**src/rtl/rs_adder_station.sv**
```systemverilog
// Reservation station for the adder functional units of the Tomasulo core.
// Holds renamed add/sub instructions, snoops the CDB for missing operands and
// offers the oldest operand-complete line to the FU over a valid/ready handshake.
// Line i owns tag TAG_BASE+i; ages of busy lines are dense, 0 being the oldest.
module rs_adder_station #(
  parameter int ENTRIES  = 4,
  parameter int DATA_W   = 16,
  parameter int TAG_W    = 4,
  parameter int TAG_BASE = 1,
  parameter int OP_W     = 3
) (
  input  logic                           Clock,
  input  logic                           Resetn,
  input  logic                           issue_valid,
  output logic                           issue_ready,
  input  logic [OP_W-1:0]                issue_op,
  input  logic [TAG_W-1:0]               issue_qj,
  input  logic [DATA_W-1:0]              issue_vj,
  input  logic [TAG_W-1:0]               issue_qk,
  input  logic [DATA_W-1:0]              issue_vk,
  output logic [TAG_W-1:0]               issue_tag,
  input  logic                           cdb_valid,
  input  logic [TAG_W-1:0]               cdb_tag,
  input  logic [DATA_W-1:0]              cdb_value,
  output logic                           disp_valid,
  input  logic                           disp_ready,
  output logic [OP_W-1:0]                disp_op,
  output logic [DATA_W-1:0]              disp_vj,
  output logic [DATA_W-1:0]              disp_vk,
  output logic [TAG_W-1:0]               disp_tag,
  input  logic                           flush,
  output logic [ENTRIES-1:0]             busy,
  output logic [$clog2(ENTRIES+1)-1:0]   count
);

  localparam int IDX_W = $clog2(ENTRIES);
  localparam int CNT_W = $clog2(ENTRIES+1);

  // Per-line state
  logic [ENTRIES-1:0] r_busy;
  logic [OP_W-1:0]    r_op  [ENTRIES];
  logic [TAG_W-1:0]   r_qj  [ENTRIES];
  logic [DATA_W-1:0]  r_vj  [ENTRIES];
  logic [TAG_W-1:0]   r_qk  [ENTRIES];
  logic [DATA_W-1:0]  r_vk  [ENTRIES];
  logic [IDX_W-1:0]   r_age [ENTRIES];

  logic [ENTRIES-1:0] w_ready;
  logic               w_free_found;
  logic [IDX_W-1:0]   w_free_idx;
  logic               w_sel_found;
  logic [IDX_W-1:0]   w_sel_idx;
  logic [IDX_W-1:0]   w_sel_age;
  logic [CNT_W-1:0]   w_count;
  logic               w_issue_fire;
  logic               w_disp_fire;
  logic               w_cdb_hit;
  logic [IDX_W-1:0]   w_new_age;

  // A line is dispatchable once both operands are present in registered state
  always_comb begin
    w_ready = '0;
    for (int i = 0; i < ENTRIES; i++) begin
      w_ready[i] = r_busy[i] && (r_qj[i] == '0) && (r_qk[i] == '0);
    end
  end

  // Lowest-index free line receives the next issued instruction
  always_comb begin
    w_free_found = 1'b0;
    w_free_idx   = '0;
    for (int i = 0; i < ENTRIES; i++) begin
      if (!r_busy[i] && !w_free_found) begin
        w_free_found = 1'b1;
        w_free_idx   = IDX_W'(i);
      end else begin
      end
    end
  end

  // Pick the oldest ready line (smallest age; ages are unique among busy lines)
  always_comb begin
    w_sel_found = 1'b0;
    w_sel_idx   = '0;
    w_sel_age   = '0;
    for (int i = 0; i < ENTRIES; i++) begin
      if (w_ready[i] && (!w_sel_found || (r_age[i] < w_sel_age))) begin
        w_sel_found = 1'b1;
        w_sel_idx   = IDX_W'(i);
        w_sel_age   = r_age[i];
      end else begin
      end
    end
  end

  // Occupancy count of busy lines
  always_comb begin
    w_count = '0;
    for (int i = 0; i < ENTRIES; i++) begin
      w_count = w_count + CNT_W'(r_busy[i]);
    end
  end

  assign w_issue_fire = issue_valid && w_free_found;
  assign w_disp_fire  = w_sel_found && disp_ready;
  assign w_cdb_hit    = cdb_valid && (cdb_tag != '0);
  // A line issued on the same edge as a dispatch lands behind the survivors.
  assign w_new_age    = IDX_W'(w_count) - IDX_W'(w_disp_fire);

  assign issue_ready = w_free_found;
  assign issue_tag   = TAG_W'(TAG_BASE) + TAG_W'(w_free_idx);
  assign disp_valid  = w_sel_found;
  assign disp_op     = w_sel_found ? r_op[w_sel_idx] : '0;
  assign disp_vj     = w_sel_found ? r_vj[w_sel_idx] : '0;
  assign disp_vk     = w_sel_found ? r_vk[w_sel_idx] : '0;
  assign disp_tag    = w_sel_found ? (TAG_W'(TAG_BASE) + TAG_W'(w_sel_idx)) : '0;
  assign busy        = r_busy;
  assign count       = w_count;

  // Line state: flush beats everything; otherwise dispatch, issue with CDB
  // bypass, and CDB snoop plus age compaction all apply in the same edge.
  always_ff @(posedge Clock or negedge Resetn) begin
    if (!Resetn) begin
      r_busy <= '0;
      for (int i = 0; i < ENTRIES; i++) begin
        r_op[i]  <= '0;
        r_qj[i]  <= '0;
        r_vj[i]  <= '0;
        r_qk[i]  <= '0;
        r_vk[i]  <= '0;
        r_age[i] <= '0;
      end
    end else if (flush) begin
      r_busy <= '0;
      for (int i = 0; i < ENTRIES; i++) begin
        r_qj[i]  <= '0;
        r_qk[i]  <= '0;
        r_age[i] <= '0;
      end
    end else begin
      for (int i = 0; i < ENTRIES; i++) begin
        if (w_disp_fire && (w_sel_idx == IDX_W'(i))) begin
          r_busy[i] <= 1'b0;
          r_qj[i]   <= '0;
          r_qk[i]   <= '0;
        end else if (w_issue_fire && (w_free_idx == IDX_W'(i))) begin
          r_busy[i] <= 1'b1;
          r_op[i]   <= issue_op;
          r_age[i]  <= w_new_age;
          if (w_cdb_hit && (issue_qj == cdb_tag)) begin
            r_qj[i] <= '0;
            r_vj[i] <= cdb_value;
          end else begin
            r_qj[i] <= issue_qj;
            r_vj[i] <= issue_vj;
          end
          if (w_cdb_hit && (issue_qk == cdb_tag)) begin
            r_qk[i] <= '0;
            r_vk[i] <= cdb_value;
          end else begin
            r_qk[i] <= issue_qk;
            r_vk[i] <= issue_vk;
          end
        end else if (r_busy[i]) begin
          if (w_cdb_hit && (r_qj[i] == cdb_tag)) begin
            r_qj[i] <= '0;
            r_vj[i] <= cdb_value;
          end else begin
          end
          if (w_cdb_hit && (r_qk[i] == cdb_tag)) begin
            r_qk[i] <= '0;
            r_vk[i] <= cdb_value;
          end else begin
          end
          if (w_disp_fire && (r_age[i] > w_sel_age)) begin
            r_age[i] <= r_age[i] - IDX_W'(1);
          end else begin
          end
        end else begin
        end
      end
    end
  end

endmodule

```
**config.mk**
```make
export PLATFORM = sky130hd
export DESIGN_NAME = rs_adder_station
export DESIGN_NICKNAME = d
export VERILOG_FILES = /design/src/rtl/rs_adder_station.sv
export SDC_FILE = /design/constraint.sdc
export NUM_CORES = 1
export LEC_CHECK = 0
export CORE_ASPECT_RATIO = 1.1
export CORE_MARGIN = 2
export CORE_UTILIZATION = 57
export DETAILED_ROUTE_END_ITERATION = 8
export GPL_ROUTABILITY_DRIVEN = 0
export PLACE_DENSITY_LB_ADDON = 0.08
export SYNTH_ARGS = -nofsm -noshare
export SYNTH_HDL_FRONTEND = slang
export SYNTH_SLANG_ARGS = --single-unit
```
**constraint.sdc**
```tcl
create_clock -name Clock -period 7.6 [get_ports Clock]
set_input_delay 1.9 -clock Clock [delete_from_list [all_inputs] [get_ports Clock]]
set_output_delay 1.9 -clock Clock [all_outputs]
set_load 0.005 [all_outputs]
```
---- Word level (Yosys, flattened, before mapping) ----
Index checks and enable logic that the tools add are counted.
W data, S select, Z words.
word-level totals
  logic and storage cells ................. 312
  register bits ........................... 184
  bits of input ports ..................... 69
operators by class
  $lt $le $gt $ge ......................... 8
  add/subtract/negate cells ............... 10
  reductions and logical operators ........ 121
  bitwise gates (word level) .............. 6
  equal/unequal tests ..................... 20
  multiplexer cells ....................... 119
operators by type and width
  operator               count
  $mux W16               34
  $mux W4                35
  $bmux W16 S2           2
  $reduce_bool A4 Y1     13
  $mux W2                24
  $eq A4 B4 Y1           10
  $logic_and A1 B1 Y1    39
  $reduce_bool A3 Y1     12
  $logic_not A4 Y1       8
  $reduce_and A4 Y1      8
  $reduce_and A3 Y1      8
  $reduce_bool A2 Y1     12
  $mux W1                18
  $reduce_and A2 Y1      8
  $mux W3                4
  $eq A2 B2 Y1 const B   4
  $gt A2 B2 Y1           4
  $logic_not A1 Y1       8
  $mux W8                1
  $ne A2 B2 Y1 const B   4
  $sub A2 B1 Y2 const B  4
  $add A1 B2 Y3 const A  2
  $bmux W3 S2            1
  $lt A2 B2 Y1           3
  10 further kinds       18

---- Logic depth before layout (Yosys ltp) ----
  depth after elaboration ................. 23
  gate-level depth with buffers ........... 28

---- Worst setup path after synthesis ----
No wires, ideal clock.
  kind .................................... flip-flop to output port
  start ................................... reg r_busy[0], in the netlist busy[0]
  end ..................................... out disp_tag[2]
  arrival time ............................ 4717 ps
  stages on the path, launching flop included .. 23
  path slack .............................. 983 ps
  cells stage by stage .................... dfrtp_1 > nor4b_4 > and3_1 > clkbuf_2 > nand2_1 > ha_1 > a21oi_1 > o21ai_0 > buf_2 > mux2_2 > ha_1 > o22a_1 > o31ai_1 > nand2_1 > o21ai_0 > ha_1 > nor2_1 > nor2_1 > o21ai_1 > buf_2 > nand2b_1 > ha_1 > and2_1
on the way
  longest elaborated chain between the ends .. 17
  elaborated cells between the ends (all ways) .. 26
  those cells by class .................... add/sub (1); order compare (3); mux (11); reduce/logical (11)
ends and longest elaborated chain
  element                                                  line  source
  from (decl)                                              40    logic [ENTRIES-1:0] r_busy;
  from (signal assigned)                                   124   r_busy <= '0;
  from (signal assigned)                                   134   r_busy <= '0;
  from (signal, indexed assignment)                        143   r_busy[i] <= 1'b0;
  $logic_and A1 B1 Y1 (*) (2 in series)                    64    w_ready[i] = r_busy[i] && (r_qj[i] == '0) && (r_qk[i] == '0);
  $mux W2 / $mux W1 (equally long branches)                87    if (w_ready[i] && (!w_sel_found || (r_age[i] < w_sel_age))) begin
  $lt A2 B2 Y1 / $logic_not A1 Y1 (equally long branches)  87
  $logic_or A1 B1 Y1                                       87
  $logic_and A1 B1 Y1                                      87
  $mux W2 / $mux W1 (equally long branches)                87
  $lt A2 B2 Y1 / $logic_not A1 Y1 (equally long branches)  87
  $logic_or A1 B1 Y1                                       87
  $logic_and A1 B1 Y1                                      87
  $mux W2 / $mux W1 (equally long branches)                87
  $lt A2 B2 Y1 / $logic_not A1 Y1 (equally long branches)  87
  $logic_or A1 B1 Y1                                       87
  $logic_and A1 B1 Y1                                      87
  $mux W2                                                  87
  $add A1 B2 Y3                                            116   assign disp_tag = w_sel_found ? (TAG_W'(TAG_BASE) + TAG_W'(w_sel_idx)) : '0;
  $mux W3 (*)                                              116
  to (decl)                                                30    output logic [TAG_W-1:0] disp_tag,
Every way passes the cells marked *; elsewhere a longest branch is shown, timed or not.

---- Final worst setup path ----
  start ................................... reg r_qk[13] (netlist name)
  end ..................................... out disp_tag[2]
on the way
  longest elaborated chain between the ends .. 17
  elaborated cells between the ends (all ways) .. 26
  those cells by class .................... add/sub (1); order compare (3); mux (11); reduce/logical (11)
ends and longest elaborated chain
  element                                                  line  source
  from (decl)                                              44    logic [TAG_W-1:0] r_qk [ENTRIES];
  from (signal, indexed assignment)                        161   r_qk[i] <= issue_qk;
  $logic_not A4 Y1 (*)                                     64
  $logic_and A1 B1 Y1 (*)                                  64
  $mux W2 / $mux W1 (equally long branches)                87
  $lt A2 B2 Y1 / $logic_not A1 Y1 (equally long branches)  87
  $logic_or A1 B1 Y1                                       87
  $logic_and A1 B1 Y1                                      87
  $mux W2 / $mux W1 (equally long branches)                87
  $lt A2 B2 Y1 / $logic_not A1 Y1 (equally long branches)  87
  $logic_or A1 B1 Y1                                       87
  $logic_and A1 B1 Y1                                      87
  $mux W2 / $mux W1 (equally long branches)                87
  $lt A2 B2 Y1 / $logic_not A1 Y1 (equally long branches)  87
  $logic_or A1 B1 Y1                                       87
  $logic_and A1 B1 Y1                                      87
  $mux W2                                                  87
  $add A1 B2 Y3                                            116
  $mux W3 (*)                                              116
Marked as above.

==> impl_metrics.yaml <==
placement:
  portBuffers: 118
  dp.cells: 1470
  place_hpwl_mm: 20.3
clock_network:
  clockBufferDepth: 2
  cts_root_buf: "clkbuf_16"
  htree_levels: 4
  clkTransAtPathRegs_ns: 0.07
  clk_latency_ns: 0.44
  cts_tree: "built"
  cts.sinks: 184
  numCtsBuffers: 17
global_route:
  grt_pass1_wl_mm: 48.6
  grt_pass1_vias: 8885
  grt_max_degree: 185
  grtUsageTotal_pct: 31.5
  grt_overflow_total: 0
  antenna_found_initial: 1
timing:
  fin_skew_ns: 0.0101
  period_share_pct: 96.8
  tightest_slew_ns: 1.04
  finalHoldViolCount: 0
  report.final.slew_viol_count: 0
  fmax_ghz: 0.136
  hold-worst-slack_ns: 0.512
  period_minus_slack_ns: 7.36
  max_slew_margin_pct: 30.7
  setup_viol: 0
  setup_tns_ns: 0
power:
  vdd_ir_drop_max_uv: 191
  switchingPower_w: 0.00111
  p_sw_share_pct: 33.5
  p_clk_share_pct: 26.5
  leakage_nw: 5.57
  seq_power_share_pct: 43.0
  p_int_w: 0.00220
  p_per_area_nw_per_um2: 258
  combPwrFrac_pct: 30.5
  total_power_w: 0.00331
yosys:
  synthArstFlopShare_pct: 100
  synth_commonest_cells: "dfrtp_1 (184), mux2i_1 (164), nor2_1 (157)"
  ys_ff_latch: 184
  synth.most_common_cell: "dfrtp_1"
  yosysTopAreaCell: "dfrtp_1"
  syn_area_per_cell_um2: 9.32
  yosysSeqAreaShare_pct: 42.3
  ys_types: 60
  yosys.area.top_type_share_pct: 42.3
  synthCells: 1167
  synth_area_um2: 10900
  yosysWarnings: 0
  synthFlopType: "dfrtp_1"
  synth_edf_count: 0
  synth_area_leaders: "dfrtp_1 (42%), mux2i_1 (15%), a21oi_1 (6.8%), nor2_1 (5.4%), o21ai_0 (3.3%)"
finish:
  multiInputGateArea_um2: 5900
  drive_gt1_share_pct: 8.66
  final_util_pct: 68.0
  nets: 1339
  n_fill_cell: 1580
  area_growth_pct: 18.1
  regArea_um2: 4600
  final_cells: 1506
setup_path:
  path_max_fanout: 7
  cp.required_ns: 5.70
  worst-setup-path-type: "reg2out"
  end_kind: "primary output"
  worstPathArrival_ns: 5.46
  critPathLaunchType: "flop"
route:
  drt-vias-per-instance: 6.06
  routed_wirelength_mm: 30.9
  drc_errors: 0
  wl_per_cell_um: 20.5
  drt-initial-drc-count: 691
  drt_first_pass_iters: 4
  vias: 9129
  detail-route-antenna-nets: 0
floorplanning:
  die_area_um2: 20200
  die_h_um: 149
  initial_core_util_pct: 57.6
  core_um2: 18900
  die_w_um: 136
  rows: 53
  io_pins: 121
outcome:
  status: "completed"
job:
  max_cap_viol_count: 0
hold_path:
  min_path_type: "reg2reg"
==> critical path: stages, from the launching register on <==
cell	delay, ns
dfrtp_1	0.43
nor4b_4	0.41
and3_4	0.31
nand2_1	0.09
ha_1	0.32
a21oi_2	0.08
o21ai_4	0.13
mux2_2	0.36
ha_1	0.29
o22a_1	0.23
o31ai_2	0.09
nand2_1	0.11
o21ai_0	0.25
ha_1	0.28
nor2_1	0.20
nor2_4	0.09
o21ai_4	0.28
nand2b_1	0.18
ha_2	0.26
and2_1	0.14
clkdlybuf4s50_1	0.49
==> registers in the layout, indices dropped and copies added (netlist names) <==
name	flops
r_op	12
r_qk	16
r_vj	64
r_qj	16
r_age	8
busy	4
r_vk	64
==> logic make-up after synthesis <==
family          count (synthesis)  synth area share, %
xor+xnor                       41                 3.30
fa+ha+maj                      25                 2.94
flops                         184                 42.3
compound gates                306                 16.9
mux                           180                 17.0
simple gates                  325                 13.3
other cells                     1               0.0345
buf+inv                       105                 4.28
==> layout make-up <==
type	instances	share of cell area, %
diodes	1	0.0195
clock buffers	19	3.37
clock inverters	13	1.08
inverters	16	0.467
multi-input cells	880	45.9
flip-flops and latches	184	35.8
well taps	247	2.40
repair buffers	146	11.0
==> power groups by stage <==
stage               clock network (W)  registers (W)  logic [W]
floorplan                           0        0.00140   0.000659
global placement                    0        0.00143   0.000973
detailed placement                  0        0.00144   0.000996
CTS                          0.000884        0.00142    0.00101
global route                 0.000927        0.00146    0.00112
finish                       0.000877        0.00143    0.00101
==> cells in the final DEF (no fill, tap or decap), drive strengths merged, types with 3 or more instances in the layout <==
master / n
dfrtp: 184
mux2i: 164
nor2: 157
a21oi: 157
clkdlybuf4s50: 117
nand2: 95
o21ai: 74
xor2: 41
o2bb2ai: 35
buf: 29
ha: 24
inv: 22
clkbuf: 19
mux2: 16
nor4: 15
nor3: 13
a31oi: 9
and3: 6
nand3: 5
and2: 5
a21o: 5
nor2b: 5
or2: 5
nor3b: 4
nand4: 4
a211oi: 4
and4: 3
a221oi: 3
clkinvlp: 3
o41ai: 3
o31ai: 3
clkinv: 3
==> repair_timing <==
item / in CTS / in global routing
gates cloned: 1 / 0
pin swaps: 1 / 2
setup endpoints to repair: 18 / 36
gates resized for setup: 3 / 7
hold buffers: 0 / 0
buffers inserted: 1 / 1
endpoints found under the hold margin: 0 / 0
==> final timing paths <==
check                           startpoint     endpoint  slack [ns]  cells past startpoint
worst max-delay path              r_qk[13]  disp_tag[2]        0.24                     20
worst min-delay path               r_op[4]      r_op[4]        0.51                      1
worst max register to register    r_qk[13]     r_age[2]        1.41                     26
worst min register to register     r_op[4]      r_op[4]        0.51                      1
max in group asynchronous           Resetn     r_vj[14]        5.22                      2
min in group asynchronous           Resetn      r_op[6]        1.59                      2
==> layer usage <==
layer	wire [um]	up-vias	track usage, %
li1	-	4294	-
met1	12800	4471	41.1
met2	15400	312	52.6
met3	1900	52	5.74
met4	891	0	11.7
met5	0	-	0
==> per-stage QoR <==
stage	cell area [um^2]	setup slack [ns]
6_report	12900	0.243
5_1_grt	12800	-0.00740
4_1_cts	12800	0.125
3_5_place_dp	12200	0.265
3_3_place_gp	12200	0.415
2_1_floorplan	10900	0.983
Power figures use the tool's default switching activity.
